`src/rtl/mmio_uart_ctrl.sv`:
```
// MMIO block on the MWB data path: UART TX holding register, RX byte FIFO and
// cycle/instruction counters, with 1-cycle registered read data like dmem.
module mmio_uart_ctrl #(
    parameter int         RX_FIFO_DEPTH = 8,
    parameter logic [3:0] MMIO_NIBBLE   = 4'h8
) (
    input  logic        clk,
    input  logic        rst_n,
    input  logic        req_re,
    input  logic [3:0]  req_we,
    input  logic [31:0] req_addr,
    input  logic [31:0] req_wdata,
    input  logic        inst_retire,
    output logic        mmio_hit,
    output logic [31:0] resp_rdata,
    output logic [7:0]  uart_tx_data,
    output logic        uart_tx_valid,
    input  logic        uart_tx_ready,
    input  logic [7:0]  uart_rx_data,
    input  logic        uart_rx_valid,
    output logic        uart_rx_ready
);

    localparam int              PTR_W      = $clog2(RX_FIFO_DEPTH);
    localparam logic [PTR_W:0]  FULL_COUNT = (PTR_W+1)'(RX_FIFO_DEPTH);

    localparam logic [7:0] OFF_STATUS = 8'h00;
    localparam logic [7:0] OFF_RXDATA = 8'h04;
    localparam logic [7:0] OFF_TXDATA = 8'h08;
    localparam logic [7:0] OFF_CYCLE  = 8'h10;
    localparam logic [7:0] OFF_INSTR  = 8'h14;
    localparam logic [7:0] OFF_CLEAR  = 8'h18;

    logic [7:0]       offset;
    logic             hit;
    logic             load_hit;
    logic             store_hit;

    logic [7:0]       rx_mem [RX_FIFO_DEPTH];
    logic [PTR_W-1:0] rx_rd_ptr;
    logic [PTR_W-1:0] rx_wr_ptr;
    logic [PTR_W:0]   rx_count;
    logic             rx_nonempty;
    logic             rx_push;
    logic             rx_pop;

    logic             tx_free;
    logic             tx_handshake;
    logic             tx_slot_open;
    logic             tx_write;
    logic             tx_drop;

    logic             counters_clear;
    logic [31:0]      cycle_cnt;
    logic [31:0]      instr_cnt;
    logic [31:0]      rd_mux;

    logic             unused_bits;

    assign unused_bits = ^{req_addr[27:8], req_wdata[31:8]};

    assign offset    = req_addr[7:0];
    assign hit       = (req_re | (|req_we)) & (req_addr[31:28] == MMIO_NIBBLE);
    assign load_hit  = hit & req_re;
    assign store_hit = hit & (|req_we);

    assign rx_nonempty   = (rx_count != '0);
    assign uart_rx_ready = (rx_count != FULL_COUNT);
    assign rx_push       = uart_rx_valid & uart_rx_ready;
    assign rx_pop        = load_hit & (offset == OFF_RXDATA) & rx_nonempty;

    // A handshake in the same cycle frees the slot, so a concurrent write is taken.
    assign tx_free      = !uart_tx_valid;
    assign tx_handshake = uart_tx_valid & uart_tx_ready;
    assign tx_slot_open = tx_free | tx_handshake;
    assign tx_write     = store_hit & (offset == OFF_TXDATA) & req_we[0];

    assign counters_clear = store_hit & (offset == OFF_CLEAR);

    always_comb begin
        rd_mux = '0;
        case (offset)
            OFF_STATUS: rd_mux = {29'b0, tx_drop, rx_nonempty, tx_free};
            OFF_RXDATA: rd_mux = rx_nonempty ? {24'b0, rx_mem[rx_rd_ptr]} : 32'b0;
            OFF_CYCLE:  rd_mux = cycle_cnt;
            OFF_INSTR:  rd_mux = instr_cnt;
            default:    rd_mux = '0;
        endcase
    end

    always_ff @(posedge clk or negedge rst_n) begin
        if (!rst_n) begin
            mmio_hit   <= 1'b0;
            resp_rdata <= '0;
        end else begin
            mmio_hit   <= hit;
            resp_rdata <= load_hit ? rd_mux : 32'b0;
        end
    end

    always_ff @(posedge clk or negedge rst_n) begin
        if (!rst_n) begin
            uart_tx_valid <= 1'b0;
            uart_tx_data  <= '0;
            tx_drop       <= 1'b0;
        end else begin
            if (tx_write && tx_slot_open) begin
                uart_tx_valid <= 1'b1;
                uart_tx_data  <= req_wdata[7:0];
            end else if (tx_handshake) begin
                uart_tx_valid <= 1'b0;
            end

            // Sticky until a status read has reported it.
            if (tx_write && !tx_slot_open) begin
                tx_drop <= 1'b1;
            end else if (load_hit && (offset == OFF_STATUS)) begin
                tx_drop <= 1'b0;
            end
        end
    end

    always_ff @(posedge clk or negedge rst_n) begin
        if (!rst_n) begin
            rx_rd_ptr <= '0;
            rx_wr_ptr <= '0;
            rx_count  <= '0;
        end else begin
            if (rx_push) begin
                rx_wr_ptr <= rx_wr_ptr + PTR_W'(1);
            end
            if (rx_pop) begin
                rx_rd_ptr <= rx_rd_ptr + PTR_W'(1);
            end
            case ({rx_push, rx_pop})
                2'b10:   rx_count <= rx_count + (PTR_W+1)'(1);
                2'b01:   rx_count <= rx_count - (PTR_W+1)'(1);
                default: rx_count <= rx_count;
            endcase
        end
    end

    always_ff @(posedge clk) begin
        if (rx_push) begin
            rx_mem[rx_wr_ptr] <= uart_rx_data;
        end
    end

    always_ff @(posedge clk or negedge rst_n) begin
        if (!rst_n) begin
            cycle_cnt <= '0;
            instr_cnt <= '0;
        end else if (counters_clear) begin
            cycle_cnt <= '0;
            instr_cnt <= '0;
        end else begin
            cycle_cnt <= cycle_cnt + 32'd1;
            if (inst_retire) begin
                instr_cnt <= instr_cnt + 32'd1;
            end
        end
    end

endmodule
```
`config.mk`:
```
export PLATFORM = sky130hd
export DESIGN_NAME = mmio_uart_ctrl
export DESIGN_NICKNAME = d
export VERILOG_FILES = /design/src/rtl/mmio_uart_ctrl.sv
export SDC_FILE = /design/constraint.sdc
export NUM_CORES = 1
export LEC_CHECK = 0
export ABC_CLOCK_PERIOD_IN_PS = 3100
export BUFFER_PORTS_ARGS = -buffer_cell sky130_fd_sc_hd__buf_2
export CORE_MARGIN = 2
export CORE_UTILIZATION = 55
export DETAILED_ROUTE_END_ITERATION = 16
export HOLD_SLACK_MARGIN = 0.03
export PLACE_DENSITY = 0.83
export SLEW_MARGIN = 0
export SYNTH_ARGS = -nofsm -noshare
export SYNTH_HDL_FRONTEND = slang
export SYNTH_SLANG_ARGS = --single-unit
```
`constraint.sdc`:
```
create_clock -name clk -period 3.1 [get_ports clk]
set_input_delay 0.775 -clock clk [delete_from_list [all_inputs] [get_ports clk]]
set_output_delay 0.775 -clock clk [all_outputs]
set_load 0.01 [all_outputs]
```
==> flow_metrics.env <==
export IMPL_dp_hpwl_um=12200
export IMPL_diodes=0
export IMPL_pre_cts_ws_ps=104
export IMPL_cp_required_ps=3420
export IMPL_worstMarginPinSlew_ps=1200
export IMPL_area_growth_pct=14.6
export IMPL_grt_pass1_wl_um=29700
export IMPL_firstDrtPassIters=7
export IMPL_setup_violations=0
export IMPL_seq_area_frac_synth_pct=58.8
export IMPL_async_flop_share_pct=64.6
export IMPL_utilization_pct=64.7
export IMPL_timing_final_crit_share_pct=82.5
export IMPL_swShare_pct=28.4
export IMPL_drt_initial_drc_count=553
export IMPL_synth_distinct_cells=57
export IMPL_grt_max_degree=75
export IMPL_net_switching_power_mw=1.62
export IMPL_ys_seq_elements=181
export IMPL_row_count=44
export IMPL_cts_setup_buffers=0
export IMPL_cts_buffers=17
export IMPL_reg2reg_to="rx_count[2]"
export IMPL_synth_edf_count=64
export IMPL_core_area_mm2=0.0146
export IMPL_avgSynthCellArea_um2=12.2
export IMPL_antenna_found_initial=0
export IMPL_num_io_pins=125
export IMPL_clkTransAtPathRegs_ps=70
export IMPL_htree_levels=4
export IMPL_hold_viol=0
export IMPL_status="completed"
export IMPL_cts_path_max_buffers=2
export IMPL_synth_area_top_cells="dfrtp_1 (36%), edfxtp_1 (23%), mux4_2 (3.8%)"
export IMPL_fill_cells=1038
export IMPL_vias=5952
export IMPL_yosys_top_cells_count="dfrtp_1 (117), edfxtp_1 (64), nor2_1 (61)"
export IMPL_crit_top_cell="xor2_1"
export IMPL_power_leakage_nw=3.82
export IMPL_r2r_slack_ps=580
export IMPL_gp_congestion=0.880
export IMPL_grt_usage_pct=23.7
export IMPL_grt_overflow=0
export IMPL_yosys_cell_count_top_type="dfrtp_1"
export IMPL_drive_above_1_share_pct=21.2
export IMPL_r2r_cells=11
export IMPL_drtAntennaViolNets=0
export IMPL_viasPerCell=6.23
export IMPL_critical_path_slowest_cell="nor4b_4"
export IMPL_endpoint_kind="flip-flop"
export IMPL_wl_per_cell_um=19.2
export IMPL_die_area_mm2=0.0160
export IMPL_cp_arrival_ps=2870
export IMPL_slew_headroom_pct=20.0
export IMPL_power_total_mw=5.72
export IMPL_cts_root_buf="clkbuf_16"
export IMPL_clock_sinks=181
export IMPL_cts_hold_fix_buffers=0
export IMPL_final_max_slew_viol_count=0
export IMPL_synth_top_area_share_pct=35.5
export IMPL_yosysWarningCount=0
export IMPL_p_seq_share_pct=52.5
export IMPL_power_density_mw_per_mm2=605
export IMPL_r2r_start="rx_count[1]"
export IMPL_cp_max_fo=5
export IMPL_fin_nets=848
export IMPL_stdcell_count=956
export IMPL_start_util_pct=56.5
export IMPL_drcViolationCount=0
export IMPL_port_buffer_count=80
export IMPL_syn_inst=678
export IMPL_finalClockSkew_ps=8.23
export IMPL_slowest_delay_ps=290
export IMPL_syn_cell_area_mm2=0.00824
export IMPL_clock_latency_ps=440
export IMPL_die_w_um=126
export IMPL_synth_nets=767
export IMPL_clkPwrFrac_pct=35.9
export IMPL_hp_class="in -> async"
export IMPL_drt_wl_total_um=18300
export IMPL_place_inst=924
export IMPL_first_global_vias=5979
export IMPL_yosysTopAreaCell="dfrtp_1"
export IMPL_tritoncts="built"
export IMPL_worst_slack_ps=543
export IMPL_fmax_ghz=0.391
export IMPL_vdd_drop_max_uv=437
export IMPL_rsz0062_at_grt="no"
export IMPL_drv_cap=0
export IMPL_layout_min_cycle_time_ps=2560
export IMPL_path_cells="buf_2, nor4b_4, buf_4, and3_1, nand3_1, inv_1, ha_1, xor2_1, ha_1, a21oi_1, xor2_1, nor2_1, xor2_1"
export IMPL_start_kind="primary input"
export IMPL_cts_resized=0
export IMPL_intPower_mw=4.09
export IMPL_die_height_um=126
export IMPL_combPwrFrac_pct=11.6
export IMPL_critPathKind="in -> reg"
export IMPL_synth_ff_type="dfrtp_1"
export IMPL_fin_tns_setup_ps=0
## cell families (layout without fill, tap and decap cells)
logic type	after synthesis	count (layout)	share of synthesized area (%)
XOR/XNOR	33	33	3.51
flip-flops	181	181	58.8
multiplexers	48	48	8.14
AO/OA/AOI/OAI	120	120	9.23
adder cells (fa/ha/maj)	7	7	1.06
buffers and inverters	54	148	2.82
AND/OR/NAND/NOR	235	235	16.4
## worst max path at each step
| stage | from | end | slack [ps] | depth (start not counted) |
|---|---|---|---|---|
| CTS | req_addr[29] | rx_count[2] | 550 | 13 |
| detailed placement | req_addr[29] | rx_count[2] | 100 | 13 |
| floorplan | req_addr[1] | rx_count[2] | 140 | 12 |
| global route | rx_count[1] | rx_count[2] | 420 | 11 |
| finish | req_addr[29] | rx_count[2] | 540 | 13 |
| global placement | req_addr[1] | rx_count[2] | 230 | 12 |
## critical path, delay by kind of cell
family          cells  cell delay, ps
fa+ha+maj           2             460
buf+inv             3             400
xor+xnor            3             440
simple gates        4             640
compound gates      1             160
## layout by cell type (no fill, tap or decap), drive strengths merged, types with 19 or more instances in the layout
master / netlist / final
nor2: 61 / 61
nand2: 29 / 29
o21ai: 19 / 19
or4: 23 / 23
edfxtp: 64 / 64
nand3: 20 / 20
buf: 13 / 100
xnor2: 19 / 19
a22oi: 25 / 25
inv: 16 / 22
mux2i: 22 / 22
dfrtp: 117 / 117
nand4: 24 / 24
a21oi: 34 / 34
## layout make-up
| class | instances | area [um^2] | share of cell area [%] |
|---|---|---|---|
| clock inverter | 15 | 145 | 1.54 |
| timing repair buffer | 100 | 566 | 5.99 |
| clock buffer | 17 | 425 | 4.51 |
| inverter | 16 | 60.1 | 0.636 |
| tap | 184 | 230 | 2.44 |
| multi-input combinational | 443 | 3170 | 33.5 |
| sequential | 181 | 4850 | 51.4 |
## sequential cells by signal (all words and copies together), names as in the netlist
name and flops:
rx_mem 64, cycle_cnt 32, instr_cnt 32, resp_rdata 32, uart_tx_data 8, rx_count 4, rx_rd_ptr 3, rx_wr_ptr 3
mmio_hit 1, tx_drop 1, uart_tx_valid 1
## per-layer routing
metal,GRT usage [%],up-vias,share of wire (%)
met1,29.7,2977,41
li1,-,2718,-
met3,5.31,29,5.3
met2,40.6,228,52
met4,8.47,0,1.9
met5,0,-,0
## stage by stage
| step | area, um^2 | hold slack, ps |
|---|---|---|
| floorplan | 8240 | 471 |
| finish | 9440 | 341 |
| detailed placement | 8870 | 481 |
| CTS | 9440 | 345 |
| global route | 9440 | 364 |
| global placement | 8870 | 472 |
## power by group through the flow
stage | registers (mW) | logic, mW | clock network [mW]
after floorplan | 2.95 | 0.454 | 0
after global placement | 3.01 | 0.616 | 0
after detailed placement | 3.03 | 0.666 | 0
after CTS | 2.99 | 0.675 | 2.08
after global routing | 3.03 | 0.734 | 2.19
final | 3.00 | 0.666 | 2.05
Power figures use the tool's default switching activity.
